$ cat src/rtl/pc_ir_unit.sv
// PC / IR stage of the 16-bit RISC datapath: PC update, IR capture, memory address mux.
// Optional jump-trace buffer compiled in with `define PC_TRACE_EN.
module pc_ir_unit (
   input  logic        clk,
   input  logic        reset,
   input  logic        pc_ld,
   input  logic        pc_inc,
   input  logic        pc_sel,
   input  logic        ir_ld,
   input  logic        adr_sel,
   input  logic [15:0] mem_dout,
   input  logic [15:0] r_bus,
   input  logic [15:0] s_bus,
   output logic [15:0] address,
   output logic [15:0] pc,
   output logic [15:0] ir,
   output logic [15:0] fetch_count,
   input  logic [1:0]  trace_sel,
   output logic [15:0] trace_pc,
   output logic [2:0]  trace_cnt
);

   logic [15:0] pc_r;
   logic [15:0] ir_r;
   logic [15:0] fetch_count_r;
   logic [15:0] pc_next_s;
   logic [15:0] branch_target_s;

   // Next-PC selection: load beats increment; branch offset is relative to the current PC.
   always_comb begin
      branch_target_s = pc_r + {{8{ir_r[7]}}, ir_r[7:0]};
      pc_next_s       = pc_r;
      if (pc_ld) begin
         if (pc_sel) begin
            pc_next_s = s_bus;
         end else begin
            pc_next_s = branch_target_s;
         end
      end else if (pc_inc) begin
         pc_next_s = pc_r + 16'd1;
      end else begin
         pc_next_s = pc_r;
      end
   end

   // PC, IR and saturating fetch counter registers.
   always_ff @(posedge clk) begin
      if (reset) begin
         pc_r          <= 16'h0000;
         ir_r          <= 16'h0000;
         fetch_count_r <= 16'h0000;
      end else begin
         pc_r <= pc_next_s;
         if (ir_ld) begin
            ir_r <= mem_dout;
            if (fetch_count_r != 16'hFFFF) begin
               fetch_count_r <= fetch_count_r + 16'd1;
            end
         end
      end
   end

   assign pc          = pc_r;
   assign ir          = ir_r;
   assign fetch_count = fetch_count_r;
   assign address     = adr_sel ? r_bus : pc_r;

`ifdef PC_TRACE_EN
   logic [15:0] trace_mem_r [4];
   logic [1:0]  trace_wr_ptr_r;
   logic [2:0]  trace_cnt_r;
   logic [1:0]  trace_rd_idx_s;

   // Circular trace of pre-jump PCs; the write pointer always names the slot after the newest.
   always_ff @(posedge clk) begin
      if (reset) begin
         for (int i = 0; i < 4; i++) begin
            trace_mem_r[i] <= 16'h0000;
         end
         trace_wr_ptr_r <= 2'd0;
         trace_cnt_r    <= 3'd0;
      end else if (pc_ld) begin
         trace_mem_r[trace_wr_ptr_r] <= pc_r;
         trace_wr_ptr_r              <= trace_wr_ptr_r + 2'd1;
         if (trace_cnt_r != 3'd4) begin
            trace_cnt_r <= trace_cnt_r + 3'd1;
         end
      end
   end

   // Age-indexed read; ages not yet written read as zero.
   always_comb begin
      trace_rd_idx_s = trace_wr_ptr_r - 2'd1 - trace_sel;
      if ({1'b0, trace_sel} < trace_cnt_r) begin
         trace_pc = trace_mem_r[trace_rd_idx_s];
      end else begin
         trace_pc = 16'h0000;
      end
   end

   assign trace_cnt = trace_cnt_r;
`else
   logic unused_trace_sel_s;

   assign unused_trace_sel_s = ^trace_sel;
   assign trace_pc           = 16'h0000;
   assign trace_cnt          = 3'd0;
`endif

endmodule

$ cat config.mk
export PLATFORM = sky130hd
export DESIGN_NAME = pc_ir_unit
export DESIGN_NICKNAME = d
export VERILOG_FILES = /design/src/rtl/pc_ir_unit.sv
export SDC_FILE = /design/constraint.sdc
export NUM_CORES = 1
export LEC_CHECK = 0
export ABC_CLOCK_PERIOD_IN_PS = 4300
export BUFFER_PORTS_ARGS = -buffer_cell sky130_fd_sc_hd__buf_2
export CAP_MARGIN = 10
export CORE_MARGIN = 3
export CORE_UTILIZATION = 35
export DETAILED_ROUTE_END_ITERATION = 6
export SLEW_MARGIN = 25
export SYNTH_ARGS = -nofsm -noshare
export SYNTH_HDL_FRONTEND = slang
export SYNTH_SLANG_ARGS = --single-unit
$ cat constraint.sdc
create_clock -name clk -period 4.3 [get_ports clk]
set_input_delay 0.43 -clock clk [delete_from_list [all_inputs] [get_ports clk]]
set_output_delay 0.43 -clock clk [all_outputs]
set_load 0.01 [all_outputs]
==> flow_results.xml, run 1 <==
<?xml version="1.0" encoding="UTF-8"?>
<metrics>
  <group name="status">
    <metric name="status" unit="">finished, final reports clean</metric>
  </group>
  <group name="synthesis">
    <metric name="synthesis_warnings" unit="">0</metric>
    <metric name="synth.cell_area" unit="mm2">0.00331</metric>
    <metric name="post-synth-top-area-cell" unit="">dfxtp_1</metric>
    <metric name="synth_enable_flop_cells" unit="">0</metric>
    <metric name="synthDistinctLibCells" unit="">53</metric>
    <metric name="synth_sequential_area_ratio" unit="">0.290</metric>
    <metric name="postSynth.topFlopCell" unit="">dfxtp_1</metric>
    <metric name="synth-seq-cells" unit="">48</metric>
    <metric name="avgSynthCellArea" unit="um2">8.27</metric>
    <metric name="synth_top_cells_by_area" unit="">dfxtp_1 29%, ha_1 6.4%, nor2_1 6.4%</metric>
    <metric name="synthDominantCellAreaShare" unit="">0.290</metric>
    <metric name="postSynthCellCount" unit="">400</metric>
    <metric name="postSynth.asyncResetShare" unit="">0</metric>
  </group>
  <group name="placed_design">
    <metric name="routabilityCongestion" unit="">0.860</metric>
    <metric name="dp_worst_slack" unit="ns">1.82</metric>
    <metric name="place.detailed.instances" unit="">608</metric>
    <metric name="port_buffers" unit="">118</metric>
    <metric name="dp_hpwl" unit="mm">6.93</metric>
  </group>
  <group name="drt">
    <metric name="routedWlPerCell" unit="um">14.5</metric>
    <metric name="via_count_of_the_routed_design" unit="">3131</metric>
    <metric name="drt_first_iter_violations" unit="">122</metric>
    <metric name="ant_nets" unit="">0</metric>
    <metric name="first_pass_iters" unit="">4</metric>
    <metric name="detail_route.drc_violations" unit="">0</metric>
    <metric name="routed_wirelength" unit="mm">8.94</metric>
    <metric name="routed_via_density" unit="">5.09</metric>
  </group>
  <group name="sta">
    <metric name="max_slew_margin" unit="">0.465</metric>
    <metric name="worst_slew_pin_slew" unit="ns">0.803</metric>
    <metric name="layout_worst_path_cycle_share" unit="">0.582</metric>
    <metric name="maxSlewViolCount" unit="">0</metric>
    <metric name="pnr_worst_setup_slack" unit="ns">1.80</metric>
    <metric name="setup_violations" unit="">0</metric>
    <metric name="finalCriticalPeriod" unit="ns">2.50</metric>
    <metric name="skew" unit="ns">0.00806</metric>
    <metric name="fmax" unit="MHz">399</metric>
    <metric name="hold_ws" unit="ns">0.358</metric>
    <metric name="final.setup.tns" unit="ns">0</metric>
    <metric name="hold_viol_final" unit="">0</metric>
    <metric name="unrepaired_setup_endpoints_after_global_routing" unit="">false</metric>
  </group>
  <group name="cts">
    <metric name="cts_hold_buffers" unit="">0</metric>
    <metric name="clk_path_buf_depth" unit="">2</metric>
    <metric name="clock_latency_reported_for_the_late_side_of_the_worst_skew_pair" unit="ns">0.30</metric>
    <metric name="clock_sinks" unit="">48</metric>
    <metric name="cts.htree.levels" unit="">2</metric>
    <metric name="clock_tree_from_tritoncts" unit="">done</metric>
    <metric name="post-cts-setup-buffer-count" unit="">0</metric>
    <metric name="clock_tree.root_cell" unit="">clkbuf_8</metric>
    <metric name="clk_transition_reported_paths" unit="ns">0.09</metric>
    <metric name="tritoncts.num_buffers" unit="">5</metric>
    <metric name="cts_resized" unit="">0</metric>
  </group>
  <group name="min_path">
    <metric name="min_path_type" unit="">in -&gt; reg</metric>
  </group>
  <group name="power_and_ir_drop">
    <metric name="leakagePower" unit="nW">1.87</metric>
    <metric name="max-vdd-ir-drop" unit="V">0.000137</metric>
    <metric name="p_per_area" unit="mW/mm2">267</metric>
  </group>
  <group name="setup_path">
    <metric name="top_family_by_delay_on_critical_path" unit="">compound AO/OA/AOI/OAI gates</metric>
    <metric name="path_buf_inv" unit="">0</metric>
    <metric name="crit_type" unit="">reg -&gt; reg</metric>
    <metric name="worst-endpoint-required" unit="ns">4.50</metric>
    <metric name="crit_path_max_fanout" unit="">6</metric>
    <metric name="cp_data_arrival_time" unit="ns">2.71</metric>
    <metric name="cpMaxStageDelayCell" unit="">fa_1</metric>
    <metric name="max_stage_delay" unit="ns">0.42</metric>
    <metric name="crit_path_cell_trace" unit="">ha_1, fa_1, a21o_1, a22o_1, a2111oi_4, o31ai_1, xor2_1, a22o_1</metric>
    <metric name="timing.critical_path.from_type" unit="">flip-flop</metric>
    <metric name="cp_common_cell" unit="">a22o_1</metric>
    <metric name="critical_path.endpoint_type" unit="">flip-flop</metric>
  </group>
  <group name="grt">
    <metric name="number_of_global_route_vias_before_repair" unit="">2786</metric>
    <metric name="groute.usage.overall" unit="">0.165</metric>
    <metric name="antenna_found_initial" unit="">0</metric>
    <metric name="grt_pass1_wl" unit="mm">14.0</metric>
    <metric name="grt_max_degree" unit="">43</metric>
    <metric name="global_route_total_overflow" unit="">0</metric>
  </group>
  <group name="finish">
    <metric name="layout_commonest_cell" unit="">buf_2</metric>
    <metric name="number_of_antenna_repair_diodes" unit="">0</metric>
    <metric name="number_of_cells_in_the_finished_layout_apart_from_fillers" unit="">615</metric>
    <metric name="area_growth" unit="%">20.2</metric>
    <metric name="final_net_count" unit="">582</metric>
    <metric name="fin_util" unit="">0.445</metric>
    <metric name="n_fill_cell" unit="">943</metric>
    <metric name="post_route_cells_drive_above_1_share" unit="">0.290</metric>
    <metric name="most-common-layout-cells" unit="">118 x buf_2, 56 x nor2_1, 48 x dfxtp_1, 36 x nand2_1, 24 x o21ai_0</metric>
  </group>
  <group name="die">
    <metric name="design.portCount" unit="">140</metric>
    <metric name="count_of_standard_cell_rows" unit="">34</metric>
    <metric name="chipWidth" unit="um">103</metric>
    <metric name="floorplan.core_area" unit="mm2">0.00893</metric>
    <metric name="die-height" unit="um">103</metric>
    <metric name="design.die.area" unit="mm2">0.0107</metric>
    <metric name="start_util" unit="">0.370</metric>
  </group>
  <group name="flow_run">
    <metric name="max-cap-violations" unit="">0</metric>
  </group>
</metrics>
through the flow:
step,total power (W),cell area [um2]
5_1_grt,0.00113,3980
2_1_floorplan,0.000700,3380
4_1_cts,0.00107,3980
6_report,0.00106,3980
3_3_place_gp,0.000780,3880
3_5_place_dp,0.000784,3880
cell families after synthesis:
group	after synthesis	share of synthesized area
fa+ha+maj	18	0.0703
simple gates	135	0.188
compound gates	86	0.175
other cells	1	0.00113
flops	48	0.290
buf+inv	44	0.0749
mux	33	0.105
xor+xnor	35	0.0949
sequential cells by signal, indices dropped and copies added, names as in the netlist:
name and cells:
pc 16, ir 16, fetch_count 16
layer usage:
metal  wire (um)  vias to the layer above  GRT usage
met5           0                        -          0
met4         105                        0     0.0378
met3         538                        9     0.0302
met2        4130                       94      0.267
met1        4160                     1420      0.229
li1            -                     1608          -
synth_stat cells (all sizes together) (2+ instances only):
master   number
a311oi        4
dfxtp        48
xnor2        21
o31ai         3
nor2b         2
mux2i        19
o221ai        2
a21o          4
o211ai        4
nor2         56
o21ai        25
nand4         8
a21oi        21
o2111ai       3
a211oi        8
buf          24
and4          5
ha           17
xor2         14
a41oi         2
a22o          2
nand3        11
nor3          4
mux2         14
nand2        36
clkbuf       12
and3          3
or3           6
inv           7
where the power goes:
group          switching [W]  internal, W
clock network       0.000159     0.000129
registers          0.0000335     0.000468
logic               0.000149     0.000121
total               0.000342     0.000718
final cells by class:
class	count	area (um2)	share of cell area
multi-input combinational	326	2170	0.545
timing repair buffer	118	591	0.149
tap	108	135	0.0340
inverter	8	30.0	0.00755
clock buffer	6	82.6	0.0208
sequential	48	961	0.242
clock inverter	1	8.76	0.00220
worst paths after layout:
| check | from | to | slack [ns] | cells after the start |
|---|---|---|---|---|
| setup / recovery | pc[0]$_SDFFE_PP0P_ | pc[14]$_SDFFE_PP0P_ | 1.80 | 8 |
| hold / removal | mem_dout[3] | ir[3]$_SDFFE_PP0P_ | 0.36 | 3 |
| setup reg to reg | pc[0]$_SDFFE_PP0P_ | pc[14]$_SDFFE_PP0P_ | 1.80 | 8 |
| hold reg to reg | ir[9]$_SDFFE_PP0P_ | ir[9]$_SDFFE_PP0P_ | 0.50 | 2 |
worst register-to-register path, cell delays in order, from the launching register on:
cell,delay [ns]
dfxtp_1,0.38
ha_1,0.25
fa_1,0.42
a21o_1,0.23
a22o_1,0.24
a2111oi_4,0.38
o31ai_1,0.14
xor2_1,0.15
a22o_1,0.20
(Power assumes the default switching activity.)
==> run 2, diff against run 1 <==
--- a/config.mk
+++ b/config.mk
@@ -5,7 +5,7 @@
 export SDC_FILE = /design/constraint.sdc
 export NUM_CORES = 1
 export LEC_CHECK = 0
-export ABC_CLOCK_PERIOD_IN_PS = 4300
+export ABC_CLOCK_PERIOD_IN_PS = 2100
 export BUFFER_PORTS_ARGS = -buffer_cell sky130_fd_sc_hd__buf_2
 export CAP_MARGIN = 10
 export CORE_MARGIN = 3
==> constraint.sdc (replaced) <==
create_clock -name clk -period 2.1 [get_ports clk]
set_input_delay 0.21 -clock clk [delete_from_list [all_inputs] [get_ports clk]]
set_output_delay 0.21 -clock clk [all_outputs]
set_load 0.01 [all_outputs]
==> run 2 against run 1 <==
Compared with the run above: the run now ends with setup timing left; clock power rose by 110%; clock skew is 0.0071 ns higher; final cell count rose by 5.7%; flip-flop and latch count is the same; sequential share of layout area shrank 1.6 points; via count is 5.3% higher.
==> flow_results.xml, run 2 (synthesis results as in run 1) <==
<?xml version="1.0" encoding="UTF-8"?>
<metrics>
  <group name="setup_path">
    <metric name="worst-endpoint-required" unit="ns">2.31</metric>
    <metric name="path_buf_inv" unit="">0</metric>
    <metric name="crit_path_max_fanout" unit="">2</metric>
    <metric name="top_family_by_delay_on_critical_path" unit="">compound AO/OA/AOI/OAI gates</metric>
    <metric name="max_stage_delay" unit="ns">0.37</metric>
    <metric name="crit_type" unit="">reg -&gt; reg</metric>
    <metric name="worstReg2RegStart" unit="">pc[0]$_SDFFE_PP0P_</metric>
    <metric name="timing.reg2reg.setup_slack" unit="ns">-0.11</metric>
    <metric name="worstRegToRegCells" unit="">8</metric>
    <metric name="cp_common_cell" unit="">a22o_1</metric>
    <metric name="cp_data_arrival_time" unit="ns">2.41</metric>
    <metric name="cpMaxStageDelayCell" unit="">a2111oi_4</metric>
    <metric name="r2r_end" unit="">pc[14]$_SDFFE_PP0P_</metric>
    <metric name="critical_path.endpoint_type" unit="">flip-flop</metric>
    <metric name="timing.critical_path.from_type" unit="">flip-flop</metric>
    <metric name="crit_path_cell_trace" unit="">ha_4, fa_2, a21o_1, a22o_1, a2111oi_4, o31ai_2, xor2_1, a22o_1</metric>
  </group>
  <group name="placed_design">
    <metric name="port_buffers" unit="">118</metric>
    <metric name="routabilityCongestion" unit="">0.923</metric>
    <metric name="dp_hpwl" unit="mm">7.33</metric>
    <metric name="place.detailed.instances" unit="">640</metric>
    <metric name="placement.cell_area" unit="mm2">0.00414</metric>
  </group>
  <group name="sta">
    <metric name="finalCriticalPeriod" unit="ns">2.21</metric>
    <metric name="final.setup.tns" unit="ns">-0.176</metric>
    <metric name="fmax" unit="MHz">453</metric>
    <metric name="setup_violations" unit="">2</metric>
    <metric name="layout_worst_path_cycle_share" unit="">1.05</metric>
    <metric name="pnr_worst_setup_slack" unit="ns">-0.106</metric>
    <metric name="unrepaired_setup_endpoints_after_global_routing" unit="">true</metric>
    <metric name="skew" unit="ns">0.0152</metric>
    <metric name="hold_viol_final" unit="">0</metric>
    <metric name="maxSlewViolCount" unit="">0</metric>
  </group>
  <group name="cts">
    <metric name="clk_path_buf_depth" unit="">2</metric>
    <metric name="clk_transition_reported_paths" unit="ns">0.10</metric>
    <metric name="clock_tree_from_tritoncts" unit="">done</metric>
    <metric name="tritoncts.num_buffers" unit="">5</metric>
    <metric name="cts.htree.levels" unit="">2</metric>
    <metric name="clock_sinks" unit="">48</metric>
    <metric name="clock_latency_reported_for_the_late_side_of_the_worst_skew_pair" unit="ns">0.30</metric>
    <metric name="clock_tree.root_cell" unit="">clkbuf_8</metric>
  </group>
  <group name="power_and_ir_drop">
    <metric name="max-vdd-ir-drop" unit="V">0.000298</metric>
    <metric name="fin_total_pwr" unit="W">0.00225</metric>
    <metric name="leakagePower" unit="nW">2.05</metric>
    <metric name="p_per_area" unit="mW/mm2">525</metric>
  </group>
  <group name="finish">
    <metric name="seqCellArea" unit="um2">967</metric>
    <metric name="number_of_cells_in_the_finished_layout_apart_from_fillers" unit="">650</metric>
    <metric name="multi_input_comb_area" unit="mm2">0.00221</metric>
    <metric name="post_route_cells_drive_above_1_share" unit="">0.356</metric>
    <metric name="most-common-layout-cells" unit="">118 x buf_2, 55 x nor2_1, 45 x dfxtp_1, 36 x nand2_1, 34 x buf_4</metric>
    <metric name="final_net_count" unit="">616</metric>
    <metric name="number_of_antenna_repair_diodes" unit="">0</metric>
    <metric name="area_growth" unit="%">29.5</metric>
    <metric name="layout_commonest_cell" unit="">buf_2</metric>
    <metric name="final_cell_area" unit="mm2">0.00429</metric>
    <metric name="n_fill_cell" unit="">894</metric>
  </group>
  <group name="status">
    <metric name="status" unit="">complete, but fails checks</metric>
    <metric name="failing_checks" unit="">setup timing</metric>
  </group>
  <group name="die">
    <metric name="floorplan.core_area" unit="mm2">0.00893</metric>
    <metric name="start_util" unit="">0.370</metric>
    <metric name="die-height" unit="um">103</metric>
    <metric name="count_of_standard_cell_rows" unit="">34</metric>
    <metric name="design.die.area" unit="mm2">0.0107</metric>
    <metric name="chipWidth" unit="um">103</metric>
    <metric name="design.portCount" unit="">140</metric>
  </group>
  <group name="min_path">
    <metric name="hold_depth" unit="">3</metric>
    <metric name="min_path_type" unit="">in -&gt; reg</metric>
    <metric name="timing.hold.worst_endpoint" unit="">ir[15]$_SDFFE_PP0P_</metric>
    <metric name="hold_path_startpoint" unit="">mem_dout[15]</metric>
  </group>
  <group name="grt">
    <metric name="global_route_total_overflow" unit="">0</metric>
    <metric name="grt_max_degree" unit="">42</metric>
    <metric name="grt_pass1_wl" unit="mm">14.9</metric>
    <metric name="antenna_found_initial" unit="">0</metric>
    <metric name="number_of_global_route_vias_before_repair" unit="">3082</metric>
    <metric name="groute.usage.overall" unit="">0.175</metric>
  </group>
  <group name="drt">
    <metric name="first_pass_iters" unit="">4</metric>
    <metric name="routedWlPerCell" unit="um">14.4</metric>
    <metric name="via_count_of_the_routed_design" unit="">3297</metric>
    <metric name="routed_wirelength" unit="mm">9.35</metric>
    <metric name="drt_first_iter_violations" unit="">115</metric>
    <metric name="ant_nets" unit="">0</metric>
    <metric name="routed_via_density" unit="">5.07</metric>
    <metric name="detail_route.drc_violations" unit="">0</metric>
  </group>
  <group name="flow_run">
    <metric name="max-cap-violations" unit="">0</metric>
  </group>
</metrics>
run 2: layer usage:
layer | vias up | part of all wire | track usage | routed length [um]
met5 | - | 0 | 0 | 0
met4 | 0 | 0.0043 | 0.0269 | 40
met3 | 2 | 0.063 | 0.0275 | 593
met2 | 115 | 0.48 | 0.294 | 4460
met1 | 1503 | 0.46 | 0.241 | 4260
li1 | 1677 | - | - | -
run 2: area by class of cell:
class,instances,share of cell area
Clock buffer,7,0.0201
Clock inverter,1,0.00204
Inverter,8,0.00701
Multi-Input combinational cell,326,0.516
Sequential cell,48,0.226
Tap cell,108,0.0315
Timing Repair Buffer,152,0.197
run 2: how the worst max path moves through the flow:
stage,endpoint,cells after the start,startpoint,slack (ns)
2_1_floorplan,pc[14]$_SDFFE_PP0P_,8,pc[0]$_SDFFE_PP0P_,-0.13
3_3_place_gp,pc[14]$_SDFFE_PP0P_,8,pc[0]$_SDFFE_PP0P_,-0.15
3_5_place_dp,pc[14]$_SDFFE_PP0P_,8,pc[0]$_SDFFE_PP0P_,-0.15
4_1_cts,pc[14]$_SDFFE_PP0P_,8,pc[0]$_SDFFE_PP0P_,-0.09
5_1_grt,pc[14]$_SDFFE_PP0P_,8,pc[0]$_SDFFE_PP0P_,-0.22
6_report,pc[14]$_SDFFE_PP0P_,8,pc[0]$_SDFFE_PP0P_,-0.11
run 2: worst reg2reg max path, stage by stage (launching register included):
cell	delay [ns]
dfxtp_4	0.36
ha_4	0.16
fa_2	0.33
a21o_1	0.19
a22o_1	0.23
a2111oi_4	0.37
o31ai_2	0.12
xor2_1	0.15
a22o_1	0.20
run 2: power breakdown:
group	leakage, nW	internal [W]	total, W	switching (W)
combinational	1.60	0.000301	0.000653	0.000352
clock	0.0484	0.000271	0.000593	0.000322
sequential	0.395	0.000959	0.00100	0.0000448
total	2.05	0.00153	0.00225	0.000719
run 2: repair_timing:
item | 4_1_cts | 5_1_grt
setup buffers | 1 | 1
pin swaps | 5 | 3
gates resized for setup | 2 | 9
endpoints found under the hold margin | 0 | 0
hold buffers | 0 | 0
setup endpoints to repair | 4 | 9
run 2: per-stage QoR:
stage                     utilization  setup WS, ns  hold slack, ns
final                           0.480        -0.106           0.141
after global routing            0.480        -0.219           0.152
after CTS                       0.476       -0.0860           0.131
after detailed placement        0.464        -0.145           0.451
after global placement          0.464        -0.150           0.443
after floorplan                     -        -0.126           0.357
==> run 3, diff against run 2 <==
==> constraint.sdc (replaced) <==
create_clock -name clk -period 2.1 [get_ports clk]
set_input_delay 0.105 -clock clk [delete_from_list [all_inputs] [get_ports clk]]
set_output_delay 0.105 -clock clk [all_outputs]
set_load 0.01 [all_outputs]
==> run 3 against run 2 <==
Compared with the run above: routed wire length grew 3.2%; first-iteration DRC count shrank 19%; total power grew 1.5%; via count grew 1.0%; critical endpoint unchanged; critical path depth is the same; core utilization is essentially flat; cell area is essentially flat; critical path type unchanged; final cell count is the same; the flow still finishes with violations (setup timing); global-route usage grew 0.16 points; non-clock buffer count is the same; clock power grew 4.7%; maximum frequency grew 1.1%.
==> flow_results.xml, run 3 (synthesis results as in run 1) <==
<?xml version="1.0" encoding="UTF-8"?>
<metrics>
  <group name="status">
    <metric name="status" unit="">complete, but fails checks</metric>
    <metric name="failing_checks" unit="">setup timing</metric>
  </group>
  <group name="finish">
    <metric name="final_net_count" unit="">616</metric>
    <metric name="number_of_antenna_repair_diodes" unit="">0</metric>
    <metric name="area_growth" unit="%">29.7</metric>
    <metric name="multi_input_comb_area" unit="mm2">0.00221</metric>
    <metric name="post_route_cells_drive_above_1_share" unit="">0.358</metric>
    <metric name="seqCellArea" unit="um2">967</metric>
    <metric name="n_fill_cell" unit="">868</metric>
    <metric name="fin_util" unit="">0.480</metric>
    <metric name="most-common-layout-cells" unit="">118 x buf_2, 55 x nor2_1, 45 x dfxtp_1, 36 x nand2_1, 34 x buf_4</metric>
    <metric name="layout_commonest_cell" unit="">buf_2</metric>
  </group>
  <group name="die">
    <metric name="design.portCount" unit="">140</metric>
    <metric name="count_of_standard_cell_rows" unit="">34</metric>
    <metric name="floorplan.core_area" unit="mm2">0.00893</metric>
    <metric name="chipWidth" unit="um">103</metric>
    <metric name="start_util" unit="">0.370</metric>
    <metric name="design.die.area" unit="mm2">0.0107</metric>
    <metric name="die-height" unit="um">103</metric>
  </group>
  <group name="drt">
    <metric name="via_count_of_the_routed_design" unit="">3331</metric>
    <metric name="routed_via_density" unit="">5.12</metric>
    <metric name="top_signal_layer_used" unit="">met4</metric>
    <metric name="wl_met2" unit="mm">4.56</metric>
    <metric name="drt_first_iter_violations" unit="">93</metric>
    <metric name="detail_route.drc_violations" unit="">0</metric>
    <metric name="routed_wire_length_on_met3" unit="um">426</metric>
    <metric name="ant_nets" unit="">0</metric>
    <metric name="routed_wirelength" unit="mm">9.65</metric>
    <metric name="route.layer.met1.wl" unit="mm">4.61</metric>
    <metric name="first_pass_iters" unit="">4</metric>
    <metric name="routedWlPerCell" unit="um">14.8</metric>
  </group>
  <group name="cts">
    <metric name="clock_sinks" unit="">48</metric>
    <metric name="tritoncts.num_buffers" unit="">5</metric>
    <metric name="clk_transition_reported_paths" unit="ns">0.11</metric>
    <metric name="clock_tree_from_tritoncts" unit="">done</metric>
    <metric name="clk_path_buf_depth" unit="">2</metric>
    <metric name="clock_tree.root_cell" unit="">clkbuf_8</metric>
    <metric name="cts.htree.levels" unit="">2</metric>
    <metric name="clock_latency_reported_for_the_late_side_of_the_worst_skew_pair" unit="ns">0.31</metric>
  </group>
  <group name="flow_run">
    <metric name="max-cap-violations" unit="">0</metric>
  </group>
  <group name="sta">
    <metric name="finalCriticalPeriod" unit="ns">2.18</metric>
    <metric name="maxSlewViolCount" unit="">0</metric>
    <metric name="layout_worst_path_cycle_share" unit="">1.04</metric>
    <metric name="setup_violations" unit="">1</metric>
    <metric name="hold_ws" unit="ns">0.0301</metric>
    <metric name="unrepaired_setup_endpoints_after_global_routing" unit="">true</metric>
    <metric name="pnr_worst_setup_slack" unit="ns">-0.0813</metric>
    <metric name="fmax" unit="MHz">458</metric>
    <metric name="final.setup.tns" unit="ns">-0.0813</metric>
    <metric name="hold_viol_final" unit="">0</metric>
    <metric name="skew" unit="ns">0.0190</metric>
  </group>
  <group name="grt">
    <metric name="grt_pass1_wl" unit="mm">15.0</metric>
    <metric name="number_of_global_route_vias_before_repair" unit="">3107</metric>
    <metric name="grt_max_degree" unit="">42</metric>
    <metric name="groute.usage.overall" unit="">0.176</metric>
    <metric name="global_route_total_overflow" unit="">0</metric>
    <metric name="antenna_found_initial" unit="">0</metric>
  </group>
  <group name="power_and_ir_drop">
    <metric name="max-vdd-ir-drop" unit="V">0.000361</metric>
    <metric name="leakagePower" unit="nW">2.05</metric>
    <metric name="p_clk_frac" unit="">0.272</metric>
    <metric name="p_per_area" unit="mW/mm2">532</metric>
    <metric name="combinational_share_of_power" unit="">0.288</metric>
    <metric name="fraction_of_power_spent_switching_nets" unit="">0.329</metric>
    <metric name="p_seq_frac" unit="">0.440</metric>
    <metric name="p_int" unit="W">0.00153</metric>
    <metric name="net-switching-power" unit="W">0.000752</metric>
  </group>
  <group name="setup_path">
    <metric name="critical_path.endpoint_type" unit="">flip-flop</metric>
    <metric name="crit_path_max_fanout" unit="">2</metric>
    <metric name="timing.critical_path.from_type" unit="">flip-flop</metric>
    <metric name="cp_data_arrival_time" unit="ns">2.40</metric>
    <metric name="worst-endpoint-required" unit="ns">2.32</metric>
    <metric name="timing.reg2reg.setup_slack" unit="ns">-0.08</metric>
    <metric name="crit_type" unit="">reg -&gt; reg</metric>
  </group>
  <group name="placed_design">
    <metric name="port_buffers" unit="">118</metric>
    <metric name="routabilityCongestion" unit="">0.895</metric>
    <metric name="dp_hpwl" unit="mm">7.40</metric>
  </group>
  <group name="min_path">
    <metric name="min_path_type" unit="">in -&gt; reg</metric>
  </group>
</metrics>
## run 3: changes by cell type in the layout (fill, tap and decap cells not counted), sizes merged
cell	delta
clkbuf	-1
inv	+1
## run 3: path summary, 6_finish.rpt
| kind | startpoint | endpoint | cells past startpoint |
|---|---|---|---|
| worst max-delay path | pc[0]$_SDFFE_PP0P_ | pc[14]$_SDFFE_PP0P_ | 8 |
| worst min-delay path | mem_dout[15] | ir[15]$_SDFFE_PP0P_ | 3 |
| worst max register to register | pc[0]$_SDFFE_PP0P_ | pc[14]$_SDFFE_PP0P_ | 8 |
| worst min register to register | ir[15]$_SDFFE_PP0P_ | ir[15]$_SDFFE_PP0P_ | 2 |
## run 3: power groups by stage
| stage | combinational, W | clock, W | sequential, W |
|---|---|---|---|
| 4_1_cts | 0.000653 | 0.000642 | 0.00101 |
| 3_5_place_dp | 0.000644 | 0 | 0.00103 |
| 3_3_place_gp | 0.000639 | 0 | 0.00102 |
| 6_report | 0.000657 | 0.000621 | 0.00100 |
| 5_1_grt | 0.000728 | 0.000668 | 0.00101 |
| 2_1_floorplan | 0.000379 | 0 | 0.00106 |
## run 3: stage by stage
| step | instances | total power [W] | instance area (um2) | setup WS, ns |
|---|---|---|---|---|
| 2_1_floorplan | 418 | 0.00144 | 3400 | -0.126 |
| 3_3_place_gp | 640 | 0.00166 | 4140 | -0.146 |
| 3_5_place_dp | 640 | 0.00167 | 4140 | -0.154 |
| 6_report | 650 | 0.00228 | 4290 | -0.0813 |
| 5_1_grt | 650 | 0.00241 | 4290 | -0.181 |
| 4_1_cts | 649 | 0.00230 | 4250 | -0.0849 |
## run 3: per-layer routing
layer,up-vias,global-route usage
met1,1548,0.244
met4,0,0.0388
li1,1678,-
met5,-,0
met3,6,0.0282
met2,99,0.290
## run 3: layout make-up
type,instances,area share
Multi-Input combinational cell,326,0.516
Sequential cell,48,0.225
Timing Repair Buffer,152,0.197
Tap cell,108,0.0315
Clock buffer,6,0.0193
Inverter,8,0.00700
Clock inverter,2,0.00321
## run 3: worst max-delay path, cell delays in order (launching register included)
cell       delay (ns)
dfxtp_4          0.37
ha_4             0.16
fa_2             0.34
a21o_1           0.18
a22o_1           0.24
a2111oi_4        0.33
o31ai_1          0.13
xor2_1           0.15
a22o_1           0.20
## run 3: what timing repair did
item / CTS / global route
endpoints found under the hold margin: 0 / 0
pin swaps: 5 / 1
buffers inserted: 1 / 1
endpoints found under the setup margin: 6 / 10
hold buffers: 0 / 0
gates resized for setup: 2 / 9
